$ cat config.mk
export PLATFORM = sky130hd
export DESIGN_NAME = hyperram_register_write
export DESIGN_NICKNAME = d
export VERILOG_FILES = /design/src/rtl/hyperram_register_write.sv
export SDC_FILE = /design/constraint.sdc
export NUM_CORES = 1
export LEC_CHECK = 0
export CORE_MARGIN = 2
export CORE_UTILIZATION = 49
export DETAILED_ROUTE_END_ITERATION = 8
export PLACE_DENSITY = 0.86
export SLEW_MARGIN = 20
export SYNTH_ARGS = -nofsm -noshare
export SYNTH_HDL_FRONTEND = slang
export SYNTH_SLANG_ARGS = --single-unit
export TNS_END_PERCENT = 5
$ cat constraint.sdc
create_clock -name clk -period 2.9 [get_ports clk]
set_clock_uncertainty 0.15 [all_clocks]
set_input_delay 0.435 -clock clk [delete_from_list [all_inputs] [get_ports clk]]
set_output_delay 0.435 -clock clk [all_outputs]
set_load 0.01 [all_outputs]
$ cat src/rtl/hyperram_register_write.sv
// HyperBus zero-latency configuration-register writer: CA, one data word, CS# release, tRWR recovery.
// Optional `HYPERRAM_CR0_GUARD_EN forces CR0 reserved bits [11:8] high and adds the cfg_fixup output.
module hyperram_register_write #(
  parameter int unsigned RECOVERY_CYCLES = 4,
  parameter int unsigned CNT_W           = 4
) (
  input  logic        clk,
  input  logic        rst,
  input  logic        start,
  input  logic        reg_sel,
  input  logic [15:0] wr_data,
  output logic        cs_n,
  output logic        ck_en,
  output logic        dq_tx_en,
  output logic [31:0] o_sdr_dq,
  output logic        busy,
  output logic        done
`ifdef HYPERRAM_CR0_GUARD_EN
  ,
  output logic        cfg_fixup
`endif
);

  typedef enum logic [2:0] {
    IDLE, CSS, CA0, CA1, CA2, DATA, CSH, REC
  } state_e;

  localparam logic [47:0]      CA_CR0   = 48'h6000_0100_0000;
  localparam logic [CNT_W-1:0] REC_LAST = (RECOVERY_CYCLES == 0) ? '0 : CNT_W'(RECOVERY_CYCLES - 1);

  state_e            state_q, state_d;
  logic [CNT_W-1:0]  cnt_q, cnt_d;
  logic [47:0]       ca_q, ca_d;
  logic [15:0]       data_q, data_d;
  logic              cs_n_q, cs_n_d;
  logic              ck_en_q, ck_en_d;
  logic              dq_tx_en_q, dq_tx_en_d;
  logic [31:0]       sdr_q, sdr_d;
  logic              busy_q, busy_d;
  logic              done_q, done_d;
  logic [15:0]       cap_data;
`ifdef HYPERRAM_CR0_GUARD_EN
  logic              cfg_fixup_q, cfg_fixup_d;
`endif

  // Value that would be captured if start is accepted this cycle.
  always_comb begin
    cap_data = wr_data;
`ifdef HYPERRAM_CR0_GUARD_EN
    if (!reg_sel) begin
      cap_data = wr_data | 16'h0F00;
    end
`endif
  end

  always_comb begin
    state_d = state_q;
    cnt_d   = cnt_q;
    ca_d    = ca_q;
    data_d  = data_q;
    done_d  = 1'b0;
    case (state_q)
      IDLE: begin
        if (start) begin
          state_d = CSS;
          ca_d    = CA_CR0 | {47'd0, reg_sel};
          data_d  = cap_data;
        end
      end
      CSS:  state_d = CA0;
      CA0:  state_d = CA1;
      CA1:  state_d = CA2;
      CA2:  state_d = DATA;
      DATA: state_d = CSH;
      CSH: begin
        cnt_d = '0;
        if (RECOVERY_CYCLES == 0) begin
          state_d = IDLE;
          done_d  = 1'b1;
        end else begin
          state_d = REC;
        end
      end
      REC: begin
        if (cnt_q == REC_LAST) begin
          state_d = IDLE;
          done_d  = 1'b1;
          cnt_d   = '0;
        end else begin
          cnt_d = cnt_q + CNT_W'(1);
        end
      end
      default: state_d = IDLE;
    endcase
  end

  // Outputs are registered from the next state so they line up with the state they describe.
  always_comb begin
    cs_n_d     = !(state_d inside {CSS, CA0, CA1, CA2, DATA, CSH});
    dq_tx_en_d = state_d inside {CSS, CA0, CA1, CA2, DATA};
    ck_en_d    = state_d inside {CA0, CA1, CA2, DATA};
    busy_d     = (state_d != IDLE);
    sdr_d      = 32'd0;
    case (state_d)
      CA0:     sdr_d = {8'h00, ca_q[39:32], 8'h00, ca_q[47:40]};
      CA1:     sdr_d = {8'h00, ca_q[23:16], 8'h00, ca_q[31:24]};
      CA2:     sdr_d = {8'h00, ca_q[7:0],   8'h00, ca_q[15:8]};
      DATA:    sdr_d = {8'h00, data_q[7:0], 8'h00, data_q[15:8]};
      default: sdr_d = 32'd0;
    endcase
`ifdef HYPERRAM_CR0_GUARD_EN
    cfg_fixup_d = (state_q == IDLE) && start && (cap_data != wr_data);
`endif
  end

  always_ff @(posedge clk) begin
    if (rst) begin
      state_q     <= IDLE;
      cnt_q       <= '0;
      ca_q        <= '0;
      data_q      <= '0;
      cs_n_q      <= 1'b1;
      ck_en_q     <= 1'b0;
      dq_tx_en_q  <= 1'b0;
      sdr_q       <= '0;
      busy_q      <= 1'b0;
      done_q      <= 1'b0;
`ifdef HYPERRAM_CR0_GUARD_EN
      cfg_fixup_q <= 1'b0;
`endif
    end else begin
      state_q     <= state_d;
      cnt_q       <= cnt_d;
      ca_q        <= ca_d;
      data_q      <= data_d;
      cs_n_q      <= cs_n_d;
      ck_en_q     <= ck_en_d;
      dq_tx_en_q  <= dq_tx_en_d;
      sdr_q       <= sdr_d;
      busy_q      <= busy_d;
      done_q      <= done_d;
`ifdef HYPERRAM_CR0_GUARD_EN
      cfg_fixup_q <= cfg_fixup_d;
`endif
    end
  end

  assign cs_n     = cs_n_q;
  assign ck_en    = ck_en_q;
  assign dq_tx_en = dq_tx_en_q;
  assign o_sdr_dq = sdr_q;
  assign busy     = busy_q;
  assign done     = done_q;
`ifdef HYPERRAM_CR0_GUARD_EN
  assign cfg_fixup = cfg_fixup_q;
`endif

endmodule
After elaboration in Yosys (flattened, before gate mapping)
Index checks and enable logic that the tools add are counted.
W data, S select, Z words.
{"block": "op_classes", "n_addsub": 1, "n_mul": 0, "div": 0, "n_lt_le_gt_ge": 0, "eq_ne": 14, "shift": 0, "n_mux": 7, "bitwise": 1, "reduce_logical": 9}
{"cell": "$pmux W24 S4", "n": 1}
{"cell": "$pmux W3 S8", "n": 1}
{"cell": "$eq A3 B3 Y1 const B", "n": 7}
{"cell": "$eq A3 B2 Y1 const B", "n": 4}
{"cell": "$pmux W4 S2", "n": 1}
{"cell": "$eq A3 B1 Y1 const B", "n": 2}
{"cell": "$mux W3", "n": 2}
{"cell": "$reduce_bool A6 Y1", "n": 1}
{"cell": "$reduce_bool A5 Y1", "n": 1}
{"cell": "$add A4 B1 Y4 const B", "n": 1}
{"cell": "$eq A4 B2 Y1 const B", "n": 1}
{"cell": "$mux W4", "n": 1}
{"cell": "$reduce_bool A4 Y1", "n": 1}
{"cell": "$logic_not A3 Y1", "n": 1}
{"cell": "$reduce_bool A3 Y1", "n": 1}
{"cell": "$reduce_and A2 Y1", "n": 1}
{"cell": "$reduce_bool A2 Y1", "n": 1}
{"cell": "$reduce_or A2 Y1", "n": 1}
{"cell": "$logic_not A1 Y1", "n": 1}
{"cell": "$mux W1", "n": 1}
{"cell": "$not A1 Y1", "n": 1}
{"block": "totals", "regBits": 62, "latchBits": 0, "ramBits": 0, "romBits": 0, "inputBits": 20, "memories": 0}

Depth between registers and ports, before layout
Gate-level depths: netlist (run 1).
{"block": "depth", "depth_word": 6, "mapped_depth": 6}

Worst setup path after synthesis (run 1)
OpenSTA, ideal clock, no wires.
{"block": "synth_path", "kind": "reg2reg", "from": "register state_q[1]", "to": "register data_q[15]", "setup_ps": 132, "arrival_ps": 1303, "required_time_ps": 2618, "setup_slack_ps": 1314, "path_stages_with_launch": 7, "n_path_buf": 3, "synth_period_minus_slack_ps": 1586, "cell_sequence": "dfxtp_1 -> buf_6 -> or4b_4 -> buf_6 -> buf_6 -> nand2_1 -> a21oi_1"}
{"block": "synth_via", "elab_chain_cells": 2}
{"item": "start: declaration", "line_no": "31", "source": "state_e state_q, state_d;"}
{"item": "start signal: assignment", "line_no": "132", "source": "state_q <= state_d;"}
{"item": "$logic_not A3 Y1", "line_no": "62", "source": "case (state_q)"}
{"item": "$reduce_and A2 Y1 (no line)"}
{"item": "end signal: assignment", "line_no": "135", "source": "data_q <= data_d;"}
{"item": "end: declaration", "line_no": "34", "source": "logic [15:0] data_q, data_d;"}
No other way between the ends.
A chain may end at the register's enable or synchronous reset.

Worst setup path after layout (run 1)
{"block": "layout_path", "from": "register cnt_q[0]", "to": "register sdr_q[16] (netlist: o_sdr_dq[16])"}
{"block": "layout_via", "elab_chain_cells": 5, "word_cells_on_any_way": 8}
{"item": "start: declaration", "line_no": "32", "source": "logic [CNT_W-1:0] cnt_q, cnt_d;"}
{"item": "start signal: assignment", "line_no": "133", "source": "cnt_q <= cnt_d;"}
{"item": "$eq A4 B2 Y1 *", "line_no": "85", "source": "if (cnt_q == REC_LAST) begin"}
{"item": "$mux W3 *", "line_no": "85"}
{"item": "$pmux W3 S8 *", "line_no": "62"}
{"item": "$eq A3 B3 Y1 or $eq A3 B2 Y1 (tied branches)", "line_no": "104", "source": "case (state_d)"}
{"item": "$pmux W24 S4 *", "line_no": "104"}
{"item": "end signal: assignment", "line_no": "139", "source": "sdr_q <= sdr_d;"}
{"item": "end: declaration", "line_no": "38", "source": "logic [31:0] sdr_q, sdr_d;"}
Every way passes the cells marked *; elsewhere a longest branch is shown, timed or not.

==> results of run 1 <==
[report_power, final]
group / switching [W] / internal, W / total, W
clock: 0.000207 / 0.000170 / 0.000377
combinational: 0.0000720 / 0.0000720 / 0.000144
sequential: 0.0000294 / 0.000662 / 0.000692
[cells in the mapped netlist (3+ instances only)]
master    number  area, um2
nor2_1         7      26.28
dfxtp_1       46      920.9
o21ai_0        3      15.01
nand2_1       40      150.1
nand3b_1       4      30.03
and2_1        13      81.33
buf_4         17      127.6
buf_6          3      33.78
clkbuf_1       6      22.52
a21oi_1       22      110.1
a211oi_1       5      37.54
buf_2          5      25.02
[stage by stage]
step / hold WS, ns / setup slack (ns)
6_report: 0.3038 / 0.9897
5_1_grt: 0.3192 / 0.8603
3_3_place_gp: 0.2829 / 0.8894
3_5_place_dp: 0.2885 / 0.8477
2_1_floorplan: 0.2796 / 1.314
4_1_cts: 0.3059 / 1.000
[layer usage]
layer / global-route usage [%] / wire [um]
met2: 27.86 / 1628
met1: 18.93 / 1347
met5: 0 / 0
met4: 9.574 / 57
met3: 3.993 / 230
[worst max-delay path by stage]
stage / slack, ns / depth (start not counted) / end
3_5_place_dp: 0.85 / 4 / data_q[2]
6_report: 0.99 / 4 / o_sdr_dq[16]
5_1_grt: 0.86 / 4 / o_sdr_dq[16]
3_3_place_gp: 0.89 / 4 / data_q[1]
2_1_floorplan: 1.31 / 6 / data_q[15]
4_1_cts: 1.00 / 4 / o_sdr_dq[16]
[kinds of logic (layout without fill, tap and decap cells)]
| group | count (synthesis) | count (layout) | synth area share (%) |
|---|---|---|---|
| xor gates and xnor gates | 2 | 2 | 0.9711 |
| DFF | 46 | 46 | 51.04 |
| and+or+nand+nor | 81 | 81 | 24.00 |
| adders and majority gates | 1 | 1 | 0.6934 |
| AOI/OAI and AO/OA | 34 | 34 | 10.96 |
| buffers and inverters | 31 | 51 | 11.58 |
| muxes | 1 | 1 | 0.5548 |
| other | 1 | 16 | 0.2078 |
[sequential cells by signal (all words and copies together) (netlist names)]
name and count:
data_q 16, o_sdr_dq 16, cnt_q 4, state_q 3, ca_q 2, busy 1, ck_en 1, cs_n 1
done 1, dq_tx_en 1
[worst reg2reg max path, stage by stage, from the launching register on]
cell and delay [ns]:
dfxtp_1 0.41, ha_1 0.21, nor3b_1 0.50, o22a_1 0.33, mux2i_1 0.24
[cell type report]
| type | count | area [um2] | area share (%) |
|---|---|---|---|
| clock buffer | 6 | 72.57 | 3.268 |
| clock inverter | 2 | 13.76 | 0.6197 |
| multi-input combinational | 135 | 730.7 | 32.90 |
| sequential | 46 | 920.9 | 41.46 |
| tap | 48 | 60.06 | 2.704 |
| timing repair buffer | 43 | 422.9 | 19.04 |
[cell usage in the layout, fill, tap and decap left out, types with 2 or more instances in the layout]
| cell | n |
|---|---|
| buf_4 | 3 |
| dfxtp_1 | 46 |
| o21ai_0 | 3 |
| xor2_1 | 2 |
| nor3_1 | 2 |
| nor2b_1 | 2 |
| a211oi_1 | 5 |
| nor2_1 | 7 |
| nand3_1 | 2 |
| clkdlybuf4s50_1 | 40 |
| nand2_1 | 40 |
| conb_1 | 16 |
| clkbuf_8 | 5 |
| and2_1 | 13 |
| a21oi_1 | 22 |
| nand3b_1 | 4 |
==> impl_results.md, run 1 <==
- Run status: finished clean
- ANT cells: 0
- # IOs: 57
- CP top delay family: simple AND/OR/NAND/NOR gates
- DP Cell Count: 272
- I/O Buffers: 40
- Mean Syn Cell Area: 9.159 um2
- PD cells: 546.2 nW/um2
- Initial antenna violation count: 0
- Root buffer cell: clkbuf_8
- Post-synth EDFFs: 0
- # setup viols final: 0
- CP required: 2.97 ns
- Htree depth: 2
- CORE AREA: between 3000 and 4000 um2
- Slowest cell delay on critical path: roughly 0.50 ns
- Setup TNS: 0 ns
- Initial drt markers: 87
- Via Count: around 1400
- Critical Path AT: 1.98 ns
- Final worst path period need: 1.910 ns
- Post-Syn Instances: 197
- Slew Viols, Final: 0
- Worst reg2reg endpoint: o_sdr_dq[16]
- Tot GR Track Use: 16.48%
- Sequential area share after synthesis: about half
- Critical path startpoint: cnt_q[0]
- Final non-filler cell total: 280
- RePlAce Congestion: 0.7867
- CTS tree: yes
- Final Util: 61.59%
- Worst-path fanout max: 6
- Die area: roughly 4200 um2
- Finished layout cell area: ~2200 um2
- Leakage: 0.8422 nW
- CTS Buf Count: 5
- Largest net degree at the start of global routing: 33
- Worst Hold End: data_q[9]
- Area Growth Syn to Fin: 23.09%
- Die Width: 64.68 um
- Maxcap violations: 0
- Wire length per cell: ~12 um
- 1st-pass router iterations: 4
- Ys flop type: dfxtp_1
- Rows: 22
- Distinct cells, synth: 34
- Kind of critical path: reg2reg
- Final ANT Viol Nets: 0
- Hold path depth: 2
- Fillers: 304
- Yosys reg bits: 46
- CTS Hold Bufs: 0
- Initial core utilization: 50.03%
- Clock transition at path regs: ~0.08 ns
- Startpoint types: flip-flop
- Worst hold-check path type: reg2reg
- R2R depth: 4
- Reg-to-reg slack, setup: 0.99 ns
- Post-synthesis cell area: around 1800 um2
- Resize count post-CTS: 0
- Critical Path End Type: flip-flop
- Vias in the first global route: 1189
- FF-to-FF Start: cnt_q[0]
- Clk sinks: between 40 and 50
- HP Start: data_q[9]
- Tcrit/Tclk final: 65.87%
- Via density: 4.932
- Final WL: 3.264 mm
- Total power: 0.001213 W
- Crit path cell chain: ha_1 > nor3b_1 > o22a_1 > mux2i_1
- Final hold vios: 0
- Die H: 64.68 um
- Placed Area: 2135 um2
- Critical Path Slowest Stage Cell: nor3b_1
- Synth warn: 0
- Unrepaired setup endpoints after global routing: no
- VDD IR max: 193.2 uV
- Clock Latency Late Sink: 0.30 ns
- Max Fclk: about 520 MHz
- Clk buf depth: 2
- Worst path bufs/invs: 0
- Worst relative slew slack: 57.26%
- Actual slew at the worst max-slew pin: about 0.64 ns
- GR Overflow Total: 0
- Final Net Count: 252
- Layout cell share with drive strength beyond 1: 5.603%
- Post-DP HPWL: between 2 and 2.5 mm
- Share of synthesized registers carrying an async set or reset: 0%
- First-pass GRT wire length: 5.271 mm
- DRC violations left: 0
- Setup repair bufs after CTS: 0
Power figures use the tool's default switching activity.
==> run 2: changes to the inputs <==
CORE_UTILIZATION = 41   (was 49)
PLACE_DENSITY = 0.77   (was 0.86)
clock period = 1.6 ns   (was 2.9 ns; I/O delays follow)
==> impl_results.md, run 2 (synthesis results as in run 1) <==
- Run status: finished clean
- DRC violations left: 0 (unchanged)
- ANT cells: 0 (unchanged)
- Slew Viols, Final: 0 (unchanged)
- DP Cell Count: 290 (+6.6%)
- Switching share of power: 24.26% (-1.2 points)
- Rows: 24 (+9.1%)
- Final ANT Viol Nets: 0 (unchanged)
- # IOs: 57 (unchanged)
- Die H: 70.34 um (+8.7%)
- Crit path cell chain: clkdlybuf4s50_1
- P_int: 0.001835 W (+100%)
- RePlAce Congestion: 0.8302 (+5.5%)
- Initial drt markers: 90 (+3.4%)
- Clock transition at path regs: 0.08 ns (about the same)
- Via Count: 1413 (+2.3%)
- Clk sinks: 46 (unchanged)
- FF/Latch Area: 923.4 um2 (+0.27%)
- Via density: 4.742 (-3.9%)
- Post-DP HPWL: 2.408 mm (+9.4%)
- Initial antenna violation count: 0 (unchanged)
- Reg-to-reg slack, setup: 0.06 ns (-0.93 ns)
- R2R depth: 5 (+1)
- Final WL: 3.521 mm (+7.9%)
- Final hold vios: 0 (unchanged)
- Kind of critical path: reg2out
- PD cells: 1013 nW/um2 (+85%)
- Hold path depth: 2 (unchanged)
- Final non-filler cell total: 298 (+6.4%)
- Area of the multi-input gates: 738.2 um2 (+1.0%)
- Htree depth: 2 (unchanged)
- Worst hold-check path type: reg2reg
- Switching pwr: 0.0005880 W (+90%)
- Final worst setup slack: 0.04544 ns (-0.9442 ns)
- Resize count post-CTS: 0 (unchanged)
- Unrepaired setup endpoints after global routing: no
- 1st-pass router iterations: 4 (unchanged)
- Final Util: 55.71% (-5.9 points)
- Maxcap violations: 0 (unchanged)
- Critical Path End Type: output pin
- Tot GR Track Use: 15.63% (-0.85 points)
- Commonest cells after routing, fill and taps aside: 44 x dfxtp_1, 40 x nand2_1, 39 x clkdlybuf4s50_1
- Startpoint types: flip-flop
- CTS Buf Count: 5 (unchanged)
- Part of the power in registers: 51.1% (-5.9 points)
- Leakage: 0.9497 nW (+13%)
- Final worst path period need: 1.555 ns
- Max Fclk: 643.3 MHz
- Worst-path fanout max: 1 (-5)
- Worst path depth: 1 (-3)
- Clk buf depth: 2 (unchanged)
- Die Width: 70.34 um (+8.7%)
- Final Net Count: 266 (+5.6%)
- Post-Place Setup Slack: -0.1823 ns (-1.030 ns)
- Vias in the first global route: 1352 (+14%)
- Slowest cell delay on critical path: 0.53 ns (+0.03 ns)
- CP required: 1.21 ns (-1.76 ns)
- First-pass GRT wire length: 6.037 mm (+15%)
- Area Growth Syn to Fin: 32.59%
- CTS tree: yes
- Combinational power share: 13.3% (+1.4 points)
- Total power: 0.002423 W (+100%)
- Setup repair bufs after CTS: 0 (unchanged)
- Worst path bufs/invs: 1 (+1)
- CORE AREA: 4294 um2 (+19%)
- Most common cell after layout, fill and taps aside: dfxtp_1
- Largest net degree at the start of global routing: 19 (-42%)
- Layout cell share with drive strength beyond 1: 12.60% (+7.0 points)
- Wire length per cell: 11.82 um (+1.4%)
- Critical Path Slowest Stage Cell: clkdlybuf4s50_1
- Clock Latency Late Sink: 0.31 ns (about the same)
- CTS Hold Bufs: 0 (unchanged)
- VDD IR max: 369.6 uV (+91%)
- # setup viols final: 0 (unchanged)
- Fillers: 408 (+34%)
- Tcrit/Tclk final: a little over nine tenths
- Critical Path AT: 1.16 ns (-0.82 ns)
- GR Overflow Total: 0 (unchanged)
- Initial core utilization: 42.02% (-8.0 points)
- I/O Buffers: 40 (unchanged)
- Root buffer cell: clkbuf_8
- Power share of the clock group: 35.6% (+4.5 points)
- CP top delay family: buffers and inverters
- Die area: 4947 um2 (+18%)
- Final hold slack: 0.3049 ns (+0.001105 ns)
==> run 2: changes by cell type in the layout (fill, tap and decap cells not counted), sizes merged <==
cell | before | now
buf | 3 | 17
bufinv | 0 | 1
clkinv | 2 | 0
clkdlybuf4s50 | 40 | 39
dlymetal6s2s | 0 | 1
clkinvlp | 0 | 1
==> run 2: path summary, 6_finish.rpt <==
kind | from | to
max | o_sdr_dq[16] | o_sdr_dq[16]
min | data_q[1] | data_q[1]
max reg2reg | cnt_q[0] | cnt_q[0]
min reg2reg | data_q[1] | data_q[1]
==> run 2: metal layers <==
| layer | vias to the layer above | routed length [um] | global-route usage, % |
|---|---|---|---|
| met4 | 0 | 72 | 8.120 |
| met3 | 5 | 224 | 5.339 |
| li1 | 716 | - | - |
| met2 | 46 | 1686 | 25.26 |
| met5 | - | 0 | 0 |
| met1 | 646 | 1538 | 18.21 |
==> run 2: through the flow <==
stage | instance area [um2] | TNS, ns
after floorplan | 1861 | 0
after global placement | 2270 | -3.673
after detailed placement | 2270 | -3.765
after CTS | 2380 | 0
after global routing | 2392 | 0
final | 2392 | 0
==> run 2: final cells by class <==
class | count | share of cell area, %
Sequential cell | 46 | 38.60
Clock buffer | 6 | 3.033
Multi-Input combinational cell | 135 | 30.86
Clock inverter | 2 | 1.569
Tap cell | 52 | 2.720
Timing Repair Buffer | 57 | 23.22
==> run 2: worst min-delay path, cell delays in order, from the launching register on <==
cell     delay [ns]
dfxtp_1        0.31
nand2_1        0.05
a21oi_1        0.05
==> run 2: power groups by stage <==
stage,Clock [W],Combinational (W),Sequential [W]
after global placement,0,0.000315,0.00126
after detailed placement,0,0.000322,0.00126
after global routing,0.000923,0.000356,0.00125
after CTS,0.000871,0.000324,0.00124
final,0.000863,0.000323,0.00124
after floorplan,0,0.000226,0.00125
